## config.mk

```make
export PLATFORM = sky130hd
export DESIGN_NAME = seven_seg_scan_n_flat
export DESIGN_NICKNAME = d
export VERILOG_FILES = /design/src/rtl/seven_seg_scan_n_if.sv /design/src/rtl/seven_seg_scan_n.sv /design/src/flat_wrapper.sv
export SDC_FILE = /design/constraint.sdc
export NUM_CORES = 1
export LEC_CHECK = 0
export ABC_AREA = 1
export ABC_CLOCK_PERIOD_IN_PS = 8260
export BUFFER_PORTS_ARGS = -buffer_cell sky130_fd_sc_hd__buf_2
export CAP_MARGIN = 40
export CORE_ASPECT_RATIO = 0.6
export CORE_MARGIN = 10
export CORE_UTILIZATION = 60
export DETAILED_ROUTE_END_ITERATION = 16
export GPL_ROUTABILITY_DRIVEN = 0
export PLACE_DENSITY = 0.79
export SLEW_MARGIN = 20
export SYNTH_ARGS = -nofsm -noshare
export SYNTH_HDL_FRONTEND = slang
export SYNTH_SLANG_ARGS = --single-unit
```

## constraint.sdc

```tcl
create_clock -name clk -period 8.26 [get_ports clk]
set_clock_uncertainty 0.15 [all_clocks]
set_input_delay 1.652 -clock clk [delete_from_list [all_inputs] [get_ports clk]]
set_output_delay 1.652 -clock clk [all_outputs]
set_load 0.02 [all_outputs]
```

## src/rtl/seven_seg_scan_n_if.sv

```systemverilog
// Write port into the digit register file of seven_seg_scan_n.
// The host drives the bus (master) and the scan controller samples it (slave).
interface seven_seg_scan_n_if #(
  parameter int NUM_DIGITS = 8
);
  localparam int AW = $clog2(NUM_DIGITS);

  logic          wr_en;
  logic [AW-1:0] wr_addr;
  logic [4:0]    wr_code;
  logic          wr_dp;
  logic          wr_blink;

  modport master (output wr_en, wr_addr, wr_code, wr_dp, wr_blink);
  modport slave  (input  wr_en, wr_addr, wr_code, wr_dp, wr_blink);
endinterface

```

## src/rtl/seven_seg_scan_n.sv

```systemverilog
// N-digit multiplexed seven-segment controller.
// Holds a {blink, dp, code} entry per digit, scans the digits one slot at a
// time on active-low anodes, applies PWM brightness within each slot, blinks
// selected digits on a frame-count half period, and keeps the anodes dark for
// the first cycle of every slot so the previous digit never ghosts into the next.
module seven_seg_scan_n #(
  parameter  int NUM_DIGITS  = 8,
  parameter  int REFRESH_CNT = 200_000,
  parameter  int BLINK_DIV   = 64,
  localparam int AW          = $clog2(NUM_DIGITS)
) (
  input  logic                  clk,
  input  logic                  reset,
  seven_seg_scan_n_if.slave     wr,
  input  logic [3:0]            brightness,
  output logic [7:0]            seg,
  output logic [NUM_DIGITS-1:0] an,
  output logic [AW-1:0]         scan_idx,
  output logic                  frame_tick
);

  localparam int CW = $clog2(REFRESH_CNT);
  localparam int FW = (BLINK_DIV > 1) ? $clog2(BLINK_DIV) : 1;

  localparam logic [CW-1:0] SLOT_LAST  = CW'(REFRESH_CNT - 1);
  localparam logic [AW-1:0] DIGIT_LAST = AW'(NUM_DIGITS - 1);
  localparam logic [FW-1:0] FRAME_LAST = FW'(BLINK_DIV - 1);

  typedef struct packed {
    logic       blink;
    logic       dp;
    logic [4:0] code;
  } entry_t;

  // Code 23 decodes to blank, so a freshly reset display is dark.
  localparam entry_t ENTRY_BLANK = '{blink: 1'b0, dp: 1'b0, code: 5'd23};

  entry_t        rf [NUM_DIGITS];
  logic [CW-1:0] slot_cnt;
  logic [FW-1:0] frame_cnt;
  logic          blink_phase;

  logic          slot_wrap;
  logic          frame_wrap;
  logic          wr_in_range;
  entry_t        cur;
  logic          an_en;
  logic [7:0]    seg_d;
  logic [NUM_DIGITS-1:0] an_d;

  // Glyph table, active-low, bit order g..a.
  function automatic logic [6:0] decode(input logic [4:0] code);
    logic [6:0] g;
    g = 7'b1111111;
    case (code)
      5'd0:  g = 7'b1000000;
      5'd1:  g = 7'b1111001;
      5'd2:  g = 7'b0100100;
      5'd3:  g = 7'b0110000;
      5'd4:  g = 7'b0011001;
      5'd5:  g = 7'b0010010;
      5'd6:  g = 7'b0000010;
      5'd7:  g = 7'b1111000;
      5'd8:  g = 7'b0000000;
      5'd9:  g = 7'b0010000;
      5'd10: g = 7'b0001000; // A
      5'd11: g = 7'b0000011; // b
      5'd12: g = 7'b1000110; // C
      5'd13: g = 7'b0100001; // d
      5'd14: g = 7'b0000110; // E
      5'd15: g = 7'b0001110; // F
      5'd16: g = 7'b1111110; // segment a alone
      5'd17: g = 7'b1111101;
      5'd18: g = 7'b1111011;
      5'd19: g = 7'b1110111;
      5'd20: g = 7'b1101111;
      5'd21: g = 7'b1011111;
      5'd22: g = 7'b0111111; // segment g alone
      5'd24: g = 7'b0001001; // H
      5'd25: g = 7'b1000111; // L
      5'd26: g = 7'b0001000; // R
      5'd27: g = 7'b1001111; // l
      5'd28: g = 7'b0101111; // r
      default: g = 7'b1111111;
    endcase
    return g;
  endfunction

  assign slot_wrap  = (slot_cnt == SLOT_LAST);
  assign frame_wrap = slot_wrap && (scan_idx == DIGIT_LAST);

  // Non-power-of-two digit counts leave addresses that map to no entry.
  assign wr_in_range = ((AW + 1)'(wr.wr_addr) < (AW + 1)'(NUM_DIGITS));

  // Slot timer and digit pointer.
  always_ff @(posedge clk or posedge reset) begin
    if (reset) begin
      slot_cnt <= '0;
      scan_idx <= '0;
    end else if (slot_wrap) begin
      slot_cnt <= '0;
      scan_idx <= (scan_idx == DIGIT_LAST) ? '0 : scan_idx + AW'(1);
    end else begin
      slot_cnt <= slot_cnt + CW'(1);
    end
  end

  // Frame counter; blink phase flips when a full blink half-period of frames completes.
  always_ff @(posedge clk or posedge reset) begin
    if (reset) begin
      frame_cnt   <= '0;
      blink_phase <= 1'b0;
    end else if (frame_wrap) begin
      if (frame_cnt == FRAME_LAST) begin
        frame_cnt   <= '0;
        blink_phase <= ~blink_phase;
      end else begin
        frame_cnt <= frame_cnt + FW'(1);
      end
    end
  end

  // Pulse for the first cycle of each frame (scan back on digit 0).
  always_ff @(posedge clk or posedge reset) begin
    if (reset) frame_tick <= 1'b0;
    else       frame_tick <= frame_wrap;
  end

  // Digit register file.
  always_ff @(posedge clk or posedge reset) begin
    if (reset) begin
      for (int i = 0; i < NUM_DIGITS; i++) rf[i] <= ENTRY_BLANK;
    end else if (wr.wr_en && wr_in_range) begin
      rf[wr.wr_addr] <= '{blink: wr.wr_blink, dp: wr.wr_dp, code: wr.wr_code};
    end
  end

  // Next cathode/anode pattern from the current scan state.
  always_comb begin
    cur   = rf[scan_idx];
    seg_d = 8'hFF;
    an_d  = '1;
    // A blinking digit in its dark phase loses its dp as well.
    if (!(cur.blink && blink_phase)) seg_d = {~cur.dp, decode(cur.code)};
    // Slot cycle 0 is dead time; the low nibble of the slot timer is the PWM ramp.
    an_en = (slot_cnt != '0) &&
            ((brightness == 4'hF) || (slot_cnt[3:0] < brightness));
    if (an_en) an_d[scan_idx] = 1'b0;
  end

  // Registered drivers so seg and an always move on the same edge.
  always_ff @(posedge clk or posedge reset) begin
    if (reset) begin
      seg <= 8'hFF;
      an  <= '1;
    end else begin
      seg <= seg_d;
      an  <= an_d;
    end
  end

endmodule

```

## src/flat_wrapper.sv

```systemverilog
// flat-port wrapper written by rule: the top's interface ports become plain ports
module seven_seg_scan_n_flat 
#(
  parameter  int NUM_DIGITS  = 8,
  parameter  int REFRESH_CNT = 200_000,
  parameter  int BLINK_DIV   = 64,
  localparam int AW          = $clog2(NUM_DIGITS)
)
  (clk, reset, brightness, seg, an, scan_idx, frame_tick, wr_wr_en, wr_wr_addr, wr_wr_code, wr_wr_dp, wr_wr_blink);
  seven_seg_scan_n_if #(.NUM_DIGITS(NUM_DIGITS)) wr_i ();
  input  logic clk;
  input  logic reset;
  input  logic [3:0] brightness;
  output logic [7:0] seg;
  output logic [NUM_DIGITS-1:0] an;
  output logic [AW-1:0] scan_idx;
  output logic frame_tick;
  input wire logic [$bits(wr_i.wr_en)-1:0] wr_wr_en;
  input wire logic [$bits(wr_i.wr_addr)-1:0] wr_wr_addr;
  input wire logic [$bits(wr_i.wr_code)-1:0] wr_wr_code;
  input wire logic [$bits(wr_i.wr_dp)-1:0] wr_wr_dp;
  input wire logic [$bits(wr_i.wr_blink)-1:0] wr_wr_blink;
  assign wr_i.wr_en = wr_wr_en;
  assign wr_i.wr_addr = wr_wr_addr;
  assign wr_i.wr_code = wr_wr_code;
  assign wr_i.wr_dp = wr_wr_dp;
  assign wr_i.wr_blink = wr_wr_blink;
  seven_seg_scan_n #(.NUM_DIGITS(NUM_DIGITS), .REFRESH_CNT(REFRESH_CNT), .BLINK_DIV(BLINK_DIV)) u_core (.clk(clk), .reset(reset), .wr(wr_i), .brightness(brightness), .seg(seg), .an(an), .scan_idx(scan_idx), .frame_tick(frame_tick));
endmodule
```

==> flow_summary.json <==
{
  "post_synth_num_cell_types": 40,
  "mostFrequentLayoutCells": "sky130_fd_sc_hd__nand2_1 (206), sky130_fd_sc_hd__inv_1 (64), sky130_fd_sc_hd__o21ai_0 (62)",
  "synth_fp_nets": 693,
  "ctsLongestPathBuffers": 2,
  "cts-resized-gates": 0,
  "routed-via-count": 4485,
  "floorplan.io_pins": 37,
  "postPlaceCellArea_um2": 5600,
  "synth-seq-cells": 101,
  "cts-hold-fix-buffers": 0,
  "average_footprint_of_a_synthesized_cell_um2": 8.16,
  "design_area_um2": 5950,
  "placement_rows": 26,
  "maximum_number_of_pins_on_one_net_before_global_route_repair": 51,
  "clk-insertion-delay-late_ps": 350,
  "cts.clk_slew.worst_paths_ps": 70,
  "worstPathArrival_ps": 1480,
  "root_buffer": "sky130_fd_sc_hd__clkbuf_16",
  "initial_core_util": 0.625,
  "setup.worst_path.start": "u_core.scan_idx[0]",
  "crit_fanout": 32,
  "detailedRoute.firstPassIterationCount": 5,
  "worst_hold_startpoint": "u_core.rf[34]",
  "grtUsageTotal": 0.192,
  "fin_util": 0.690,
  "outcome": "complete, no violations",
  "holdCritPathClass": "register to register",
  "r2r_cells": 17,
  "slew-limit-headroom": 0.586,
  "rsz_0062_raised_after_global_routing": "no",
  "detailroute.wirelength.met2_mm": 5.25,
  "grt_antenna_before_repair": 0,
  "ir_drop_uv": 107,
  "num-nets-final": 722,
  "first_global_vias": 4165,
  "hold_viol": 0,
  "min_path_cells": 2,
  "post_synth_instance_area_um2": 5380,
  "synth_warnings": 0,
  "cts_sinks": 101,
  "asyncSetResetFlopFracSynth": 1.00,
  "placeableCoreArea_um2": 8620,
  "finalSetupViolCount": 0,
  "static-leakage-power_nw": 2.90,
  "syn2layout_area_growth_pct": 10.5,
  "wire_length_of_the_first_global_routing_pass_mm": 20.8,
  "critical_path_class": "register to output port",
  "finalWirelength_mm": 12.5,
  "top_signal_layer_used": "met4",
  "met3_length_mm": 1.03,
  "io_buffers": 36,
  "num_antenna_cells": 0,
  "post_route_setup_tns_ps": 0,
  "dp.final_hpwl_mm": 8.76,
  "cts.repair_timing.setup_buffer_count": 0,
  "post_route_cells_drive_above_1_share": 0.212,
  "worst-slew-pin-transition_ps": 622,
  "die_width_um": 142,
  "fmax_mhz": 305,
  "drc": 0,
  "setup.worst_path.end_class": "output port",
  "maxCapViolations": 0,
  "power-per-cell-area_nw_per_um2": 227,
  "min_period_ps": 3280,
  "met1Wirelength_mm": 6.15,
  "critical_path_required_ps": 6460,
  "avgViaCountPerCell": 5.56,
  "layout_worst_path_cycle_share": 0.398,
  "die_y_um": 93.4,
  "drt_first_iter_violations": 340,
  "netlist_instances": 660,
  "post_synth_edffs": 0,
  "cts.htree.levels": 3,
  "design.die.area_um2": 13300,
  "cts_tree": "yes",
  "slew_viol_final": 0,
  "final_common_cell": "sky130_fd_sc_hd__nand2_1",
  "fillers": 699,
  "route.antenna.remaining_nets": 0,
  "cts_buffers": 9,
  "worstReg2RegStart": "u_core.scan_idx[0]",
  "wl_per_cell_um": 15.6,
  "synthFlopType": "sky130_fd_sc_hd__dfrtp_1",
  "grt_overflow": 0,
  "synth-seq-area-share": 0.481,
  "cp-start-kind": "register"
}
path summary, 6_finish.rpt:
| check | to | slack (ps) |
|---|---|---|
| min in group asynchronous | u_core.slot_cnt[7] | 1120 |
| hold / removal | u_core.rf[34] | 340 |
| setup / recovery | scan_idx[0] | 4980 |
| max in group asynchronous | u_core.rf[35] | 5820 |
| setup reg to reg | u_core.seg[4] | 5320 |
| hold reg to reg | u_core.rf[34] | 340 |
cell usage after synthesis (2+ instances only):
| cell type | n | area share |
|---|---|---|
| sky130_fd_sc_hd__a21oi_1 | 21 | 0.020 |
| sky130_fd_sc_hd__buf_2 | 2 | 0.0019 |
| sky130_fd_sc_hd__buf_4 | 3 | 0.0042 |
| sky130_fd_sc_hd__buf_6 | 8 | 0.017 |
| sky130_fd_sc_hd__clkbuf_1 | 9 | 0.0063 |
| sky130_fd_sc_hd__dfrtp_1 | 53 | 0.25 |
| sky130_fd_sc_hd__dfstp_2 | 48 | 0.23 |
| sky130_fd_sc_hd__ha_1 | 16 | 0.037 |
| sky130_fd_sc_hd__inv_1 | 65 | 0.045 |
| sky130_fd_sc_hd__inv_2 | 10 | 0.0070 |
| sky130_fd_sc_hd__nand2_1 | 206 | 0.14 |
| sky130_fd_sc_hd__nand2_2 | 11 | 0.013 |
| sky130_fd_sc_hd__nand2_4 | 3 | 0.0063 |
| sky130_fd_sc_hd__nand3_1 | 34 | 0.032 |
| sky130_fd_sc_hd__nand3_2 | 3 | 0.0056 |
| sky130_fd_sc_hd__nand4_1 | 10 | 0.012 |
| sky130_fd_sc_hd__nor2_1 | 36 | 0.025 |
| sky130_fd_sc_hd__nor2_2 | 4 | 0.0046 |
| sky130_fd_sc_hd__nor2_4 | 2 | 0.0042 |
| sky130_fd_sc_hd__nor3_1 | 10 | 0.0093 |
| sky130_fd_sc_hd__nor4_1 | 4 | 0.0046 |
| sky130_fd_sc_hd__o211ai_1 | 2 | 0.0028 |
| sky130_fd_sc_hd__o211ai_2 | 3 | 0.0070 |
| sky130_fd_sc_hd__o21ai_0 | 62 | 0.058 |
| sky130_fd_sc_hd__o21ai_1 | 6 | 0.0056 |
| sky130_fd_sc_hd__o22ai_1 | 2 | 0.0023 |
| sky130_fd_sc_hd__or2_1 | 2 | 0.0023 |
| sky130_fd_sc_hd__xor2_1 | 13 | 0.021 |
cell families (layout without fill, tap and decap cells):
| group | count (synthesis) | count (layout) | share of synthesized area |
|---|---|---|---|
| AOI/OAI and AO/OA | 100 | 100 | 0.101 |
| and+or+nand+nor | 330 | 330 | 0.274 |
| buffers and inverters | 98 | 132 | 0.0825 |
| adders and majority gates | 16 | 16 | 0.0372 |
| muxes | 1 | 1 | 0.00186 |
| DFF | 101 | 101 | 0.481 |
| xor gates and xnor gates | 14 | 14 | 0.0228 |
cell type report:
class | count | area (um2) | area share
clock buffer | 11 | 243 | 0.0408
clock inverter | 5 | 108 | 0.0181
inverter | 76 | 290 | 0.0488
multi-input combinational | 461 | 2350 | 0.395
sequential | 101 | 2590 | 0.435
tap | 112 | 140 | 0.0235
timing repair buffer | 40 | 230 | 0.0387
through the flow:
step | setup slack [ps] | cells | power (mW) | hold slack, ps
5_1_grt | 4890 | 806 | 1.42 | 363
4_1_cts | 4980 | 806 | 1.36 | 340
2_1_floorplan | 3890 | 660 | 0.802 | 292
3_3_place_gp | 5210 | 789 | 0.851 | 316
3_5_place_dp | 5130 | 790 | 0.864 | 323
6_report | 4980 | 806 | 1.35 | 337
power breakdown:
part	internal [mW]	total [mW]	switching, mW
Sequential	0.592	0.623	0.0317
Clock	0.306	0.492	0.187
Combinational	0.0811	0.237	0.156
state kept, by name, summed over array words and instances, names as in the netlist:
name and cells:
u_core.an 8, u_core.blink_phase 1, u_core.frame_cnt 6, u_core.frame_tick 1
u_core.rf 56, u_core.scan_idx 3, u_core.seg 8, u_core.slot_cnt 18
routing by layer:
metal | global-route usage | vias up
met4 | 0.0478 | 0
met3 | 0.0455 | 9
met1 | 0.287 | 2133
met2 | 0.271 | 178
li1 | - | 2165
met5 | 0 | -
critical path: stages (launching register included):
cell and delay [ps]:
sky130_fd_sc_hd__dfrtp_1 480, sky130_fd_sc_hd__buf_4 400, sky130_fd_sc_hd__buf_2 250
Note: power is estimated with default switching activity, not from simulation.
